File: config.mk
export PLATFORM = sky130hd
export DESIGN_NAME = ysyx_22050550_mul_ctrl
export DESIGN_NICKNAME = d
export VERILOG_FILES = /design/src/rtl/ysyx_22050550_define.sv /design/src/rtl/ysyx_22050550_mul_ctrl.sv
export SDC_FILE = /design/constraint.sdc
export NUM_CORES = 1
export LEC_CHECK = 0
export BUFFER_PORTS_ARGS = -buffer_cell sky130_fd_sc_hd__buf_4
export CAP_MARGIN = 0
export CORE_AREA = 2 2 178 180
export CTS_BUF_LIST = sky130_fd_sc_hd__clkbuf_4
export DETAILED_ROUTE_END_ITERATION = 12
export DIE_AREA = 0 0 180 182
export GPL_TIMING_DRIVEN = 0
export PLACE_DENSITY_LB_ADDON = 0.08
export SLEW_MARGIN = 25
export SYNTH_ARGS = -nofsm -noshare
export SYNTH_HDL_FRONTEND = slang
export SYNTH_SLANG_ARGS = --single-unit
File: constraint.sdc
create_clock -name clock -period 2.7 [get_ports clock]
set_clock_uncertainty 0.15 [all_clocks]
set_input_delay 0.27 -clock clock [delete_from_list [all_inputs] [get_ports clock]]
set_output_delay 0.27 -clock clock [all_outputs]
set_load 0.01 [all_outputs]
File: src/rtl/ysyx_22050550_define.sv
// Shared encodings for the multiply controller: op codes, signedness modes, FSM states.
package ysyx_22050550_define;

    typedef enum logic [2:0] {
        OP_MUL    = 3'd0,
        OP_MULH   = 3'd1,
        OP_MULHSU = 3'd2,
        OP_MULHU  = 3'd3,
        OP_MULW   = 3'd4
    } mul_op_e;

    typedef enum logic [2:0] {
        ST_IDLE,
        ST_ISSUE,
        ST_WAIT,
        ST_HOLD,
        ST_DRAIN
    } mul_state_e;

    localparam logic [1:0] SIGN_SS = 2'b11;
    localparam logic [1:0] SIGN_SU = 2'b10;
    localparam logic [1:0] SIGN_UU = 2'b00;

    function automatic logic [1:0] mul_sign_of(input mul_op_e op);
        case (op)
            OP_MULHSU: return SIGN_SU;
            OP_MULHU:  return SIGN_UU;
            default:   return SIGN_SS;
        endcase
    endfunction

endpackage

File: src/rtl/ysyx_22050550_mul_ctrl.sv
// Sequences one multiply op between the EXU, an external multiplier and the WBU,
// with flush draining of in-flight products and a zero-operand shortcut.
module ysyx_22050550_mul_ctrl
    import ysyx_22050550_define::*;
#(
    parameter int XLEN = 64,
    parameter int OPW  = 3
) (
    input  logic            clock,
    input  logic            reset,
    input  logic            in_valid,
    output logic            in_ready,
    input  logic [OPW-1:0]  in_op,
    input  logic [XLEN-1:0] in_src1,
    input  logic [XLEN-1:0] in_src2,
    input  logic            flush,
    output logic            out_valid,
    input  logic            out_ready,
    output logic [XLEN-1:0] out_result,
    output logic            mul_valid,
    input  logic            mul_ready,
    output logic            mul_w,
    output logic [1:0]      mul_signed,
    output logic [XLEN-1:0] mul_multiplicand,
    output logic [XLEN-1:0] mul_multiplier,
    input  logic            mul_out_valid,
    input  logic [XLEN-1:0] mul_result_h,
    input  logic [XLEN-1:0] mul_result_l
);

    mul_state_e      state, state_n;
    mul_op_e         op_q, op_dec;
    logic            accept, src_zero;
    logic [XLEN-1:0] sel_result;

    assign accept   = (state == ST_IDLE) && in_valid && !flush;
    assign src_zero = (in_src1 == '0) || (in_src2 == '0);

    // Op codes 5..7 fall through to plain MUL.
    always_comb begin
        op_dec = OP_MUL;
        if (in_op == OPW'(OP_MULH))        op_dec = OP_MULH;
        else if (in_op == OPW'(OP_MULHSU)) op_dec = OP_MULHSU;
        else if (in_op == OPW'(OP_MULHU))  op_dec = OP_MULHU;
        else if (in_op == OPW'(OP_MULW))   op_dec = OP_MULW;
    end

    always_comb begin
        case (op_q)
            OP_MULH, OP_MULHSU, OP_MULHU: sel_result = mul_result_h;
            OP_MULW: sel_result = {{(XLEN-32){mul_result_l[31]}}, mul_result_l[31:0]};
            default: sel_result = mul_result_l;
        endcase
    end

    // Flush is evaluated first in every state so it beats any handshake.
    always_comb begin
        state_n = state;
        case (state)
            ST_IDLE: begin
                if (accept) state_n = src_zero ? ST_HOLD : ST_ISSUE;
            end
            ST_ISSUE: begin
                if (flush)          state_n = mul_ready ? ST_DRAIN : ST_IDLE;
                else if (mul_ready) state_n = ST_WAIT;
            end
            ST_WAIT: begin
                if (flush)              state_n = mul_out_valid ? ST_IDLE : ST_DRAIN;
                else if (mul_out_valid) state_n = ST_HOLD;
            end
            ST_HOLD: begin
                if (flush || out_ready) state_n = ST_IDLE;
            end
            ST_DRAIN: begin
                if (mul_out_valid) state_n = ST_IDLE;
            end
            default: state_n = ST_IDLE;
        endcase
    end

    always_ff @(posedge clock or negedge reset) begin
        if (!reset) begin
            state            <= ST_IDLE;
            op_q             <= OP_MUL;
            in_ready         <= 1'b1;
            out_valid        <= 1'b0;
            out_result       <= '0;
            mul_valid        <= 1'b0;
            mul_w            <= 1'b0;
            mul_signed       <= '0;
            mul_multiplicand <= '0;
            mul_multiplier   <= '0;
        end else begin
            state     <= state_n;
            in_ready  <= (state_n == ST_IDLE);
            out_valid <= (state_n == ST_HOLD);
            mul_valid <= (state_n == ST_ISSUE);

            if (accept) begin
                op_q             <= op_dec;
                mul_w            <= (op_dec == OP_MULW);
                mul_signed       <= mul_sign_of(op_dec);
                mul_multiplicand <= in_src1;
                mul_multiplier   <= in_src2;
            end

            // out_result is nonzero only while the result is being offered.
            if (state_n != ST_HOLD)
                out_result <= '0;
            else if (state == ST_WAIT)
                out_result <= sel_result;
            else if (state == ST_IDLE)
                out_result <= '0;
        end
    end

endmodule

==> flow_metrics.env <==
export IMPL_wirelength_um=36300
export IMPL_avgSynthCellArea_um2=9.26
export IMPL_synth_most_common_cell="nand2_1"
export IMPL_cellPowerDensity_nw_per_um2=711
export IMPL_ys_warn_count=0
export IMPL_finalMaxSlewViolations=0
export IMPL_clockPowerShare_pct=23.5
export IMPL_dp_hpwl_um=26200
export IMPL_r2r_end="out_result[21]"
export IMPL_p_int_mw=7.55
export IMPL_synth_edff_count=0
export IMPL_final_antenna_net_count=0
export IMPL_area_delta_synth_final_pct=86.6
export IMPL_async_reset_ff_share_pct=100
export IMPL_path_max_fanout=10
export IMPL_arrival_ns=2.84
export IMPL_worstPathRequired_ns=3.05
export IMPL_synth_top_cell_area_share_pct=59.4
export IMPL_leakage_nw=8.22
export IMPL_start_kind="flop"
export IMPL_grt_pass1_wl_um=56600
export IMPL_tightest_slew_ns=0.686
export IMPL_drtIter0Drc=326
export IMPL_syn_nets=1189
export IMPL_grt_pass1_vias=10100
export IMPL_die_w_um=180
export IMPL_ys_top_cells_by_count="nand2_1 (460), dfrtp_1 (203), o21ai_0 (63), nor4_1 (34)"
export IMPL_ctsLongestPathBuffers=3
export IMPL_finalCriticalPeriod_ns=2.49
export IMPL_synthesis_area_um2=8550
export IMPL_cts_tree="built"
export IMPL_grt_start_max_net_pins=83
export IMPL_switching_share_pct=33.5
export IMPL_crit_start="op_q[2]"
export IMPL_path_clk_slew_ns=0.07
export IMPL_htreeDepth=2
export IMPL_dieArea_um2=32800
export IMPL_start_util_pct=27.6
export IMPL_routedWlPerCell_um=16.9
export IMPL_route_detailed_drc=0
export IMPL_syn_inst=923
export IMPL_power_frac_seq_pct=37.1
export IMPL_dp_cells=1790
export IMPL_reg2reg_depth=5
export IMPL_p_switching_mw=3.80
export IMPL_nFillCells=2983
export IMPL_portBuffers=463
export IMPL_rsz0062_at_grt="no"
export IMPL_setup_viol=0
export IMPL_vias=9559
export IMPL_final_nets=1982
export IMPL_max_vdd_ir_drop_mv=0.388
export IMPL_cts_buffers=57
export IMPL_status="completed"
export IMPL_ys_top_cells_by_area="dfrtp_1 (59%), nand2_1 (20%), mux2i_1 (3.7%)"
export IMPL_cts_setup_buffers=0
export IMPL_io_pins=464
export IMPL_max_slew_margin_rel_pct=54.2
export IMPL_path_class="reg -> reg"
export IMPL_die_h_um=182
export IMPL_synth_seq_area_share_pct=59.7
export IMPL_drive_gt1_share_pct=33.9
export IMPL_instances_no_fill=2151
export IMPL_gr_total_overflow=0
export IMPL_track_usage_pct=21.8
export IMPL_vias_per_cell=4.44
export IMPL_combPwrFrac_pct=39.4
export IMPL_rows=65
export IMPL_max_freq_ghz=0.402
export IMPL_ff2ff_setup_slack_ns=0.21
export IMPL_synth_distinct_cells=31
export IMPL_place_congestion=0.822
export IMPL_ys_ff_latch=204
export IMPL_drtPass1Iterations=4
export IMPL_clkLatencyLatePin_ns=0.67
export IMPL_hold_class="in -> async"
export IMPL_yosysTopAreaCell="dfrtp_1"
export IMPL_period_share_pct=92.1
export IMPL_cp_end_kind="flop"
export IMPL_antenna_found_initial=1
export IMPL_fin_ws_ns=0.214
export IMPL_cts_root_buf="clkbuf_4"
export IMPL_yosys_most_used_dff="dfrtp_1"
export IMPL_post_place_ws_ns=0.310
export IMPL_r2r_start="op_q[2]"
export IMPL_cap_violations=0
export IMPL_hold_viol_final=0
export IMPL_core_um2=31000
export IMPL_cts_sinks=204
-- metrics by stage --
| step | util, % | total power [mW] | TNS, ns | instance area (µm²) | hold slack [ns] |
|---|---|---|---|---|---|
| final | 51.5 | 11.3 | 0 | 16000 | 0.0781 |
| after global routing | 51.5 | 12.1 | 0 | 16000 | 0.0905 |
| after CTS | 51.4 | 11.5 | 0 | 15900 | 0.0533 |
| after detailed placement | 40.6 | 8.02 | 0 | 12600 | 0.180 |
| after global placement | 40.4 | 7.99 | -84.18 | 12500 | 0.310 |
| after floorplan | - | 5.84 | 0 | 8550 | -0.176 |
-- worst max path at each step --
stage | slack (ns) | end | depth (start not counted)
floorplan | 1.10 | mul_multiplicand[0] | 6
global placement | -0.44 | mul_multiplicand[46] | 1
detailed placement | 0.31 | mul_valid | 6
CTS | 0.05 | out_result[21] | 6
global route | 0.1 | out_result[54] | 7
finish | 0.21 | out_result[21] | 5
-- layout make-up --
cell class	count	area, µm²	area share, %
Sequential cell	204	5110	32.0
Antenna cell	1	2.50	0.0157
Multi-Input combinational cell	663	3130	19.6
Buffer	55	323	2.02
Inverter	1	3.75	0.0235
Clock inverter	8	31.3	0.196
Clock buffer	83	623	3.91
Timing Repair Buffer	734	6230	39.1
Tap cell	402	503	3.15
-- timing repair --
item,in CTS,in global routing
resized for setup,0,3
setup endpoints to repair,0,11
endpoints found under the hold margin,407,0
hold buffers,269,0
-- metal layers --
layer / track usage [%] / up-vias / share of wire (%)
met2: 37.7 / 359 / 49
li1: - / 4675 / -
met4: 8.33 / 0 / 3.3
met1: 25.6 / 4452 / 40
met5: 0 / - / 0
met3: 6.58 / 73 / 7.3
-- worst max-delay path, stage by stage (launching register included) --
cell	delay [ns]
dfrtp_1	0.46
nor2_4	0.32
buf_2	0.44
mux2i_1	0.28
dlygate4sd3_1	0.60
o21ai_0	0.08
-- power groups by stage --
stage,Clock [mW],Sequential (mW),Combinational [mW]
5_1_grt,2.95,4.31,4.87
2_1_floorplan,0,4.56,1.28
3_5_place_dp,0,4.25,3.77
6_report,2.67,4.21,4.47
4_1_cts,2.77,4.21,4.50
3_3_place_gp,0,4.24,3.75
-- cells by family (layout without fill, tap and decap cells) --
group	count (synthesis)	after routing	synth area share (%)
muxes	32	32	3.75
other	0	1	0
xor gates and xnor gates	1	1	0.102
DFF	204	204	59.7
AOI/OAI and AO/OA	107	107	7.80
and+or+nand+nor	523	523	24.8
buffers and inverters	56	881	3.82
-- cells in the final DEF, fill, tap and decap left out, types with 16 or more instances in the layout --
cell,count
buf_4,469
nand2_1,460
dlygate4sd3_1,269
dfrtp_1,203
clkbuf_4,83
o21ai_0,63
nor4_1,34
mux2i_1,32
a221oi_1,32
buf_2,24
clkbuf_1,16
-- flip-flops by register name (all words and copies together), names as in the netlist --
| name | count |
|---|---|
| mul_multiplier | 64 |
| op_q | 3 |
| mul_valid | 1 |
| out_valid | 1 |
| mul_signed | 2 |
| out_result | 64 |
| mul_multiplicand | 64 |
| in_ready | 1 |
| mul_w | 1 |
| state | 3 |
Note: power is estimated with default switching activity, not from simulation.
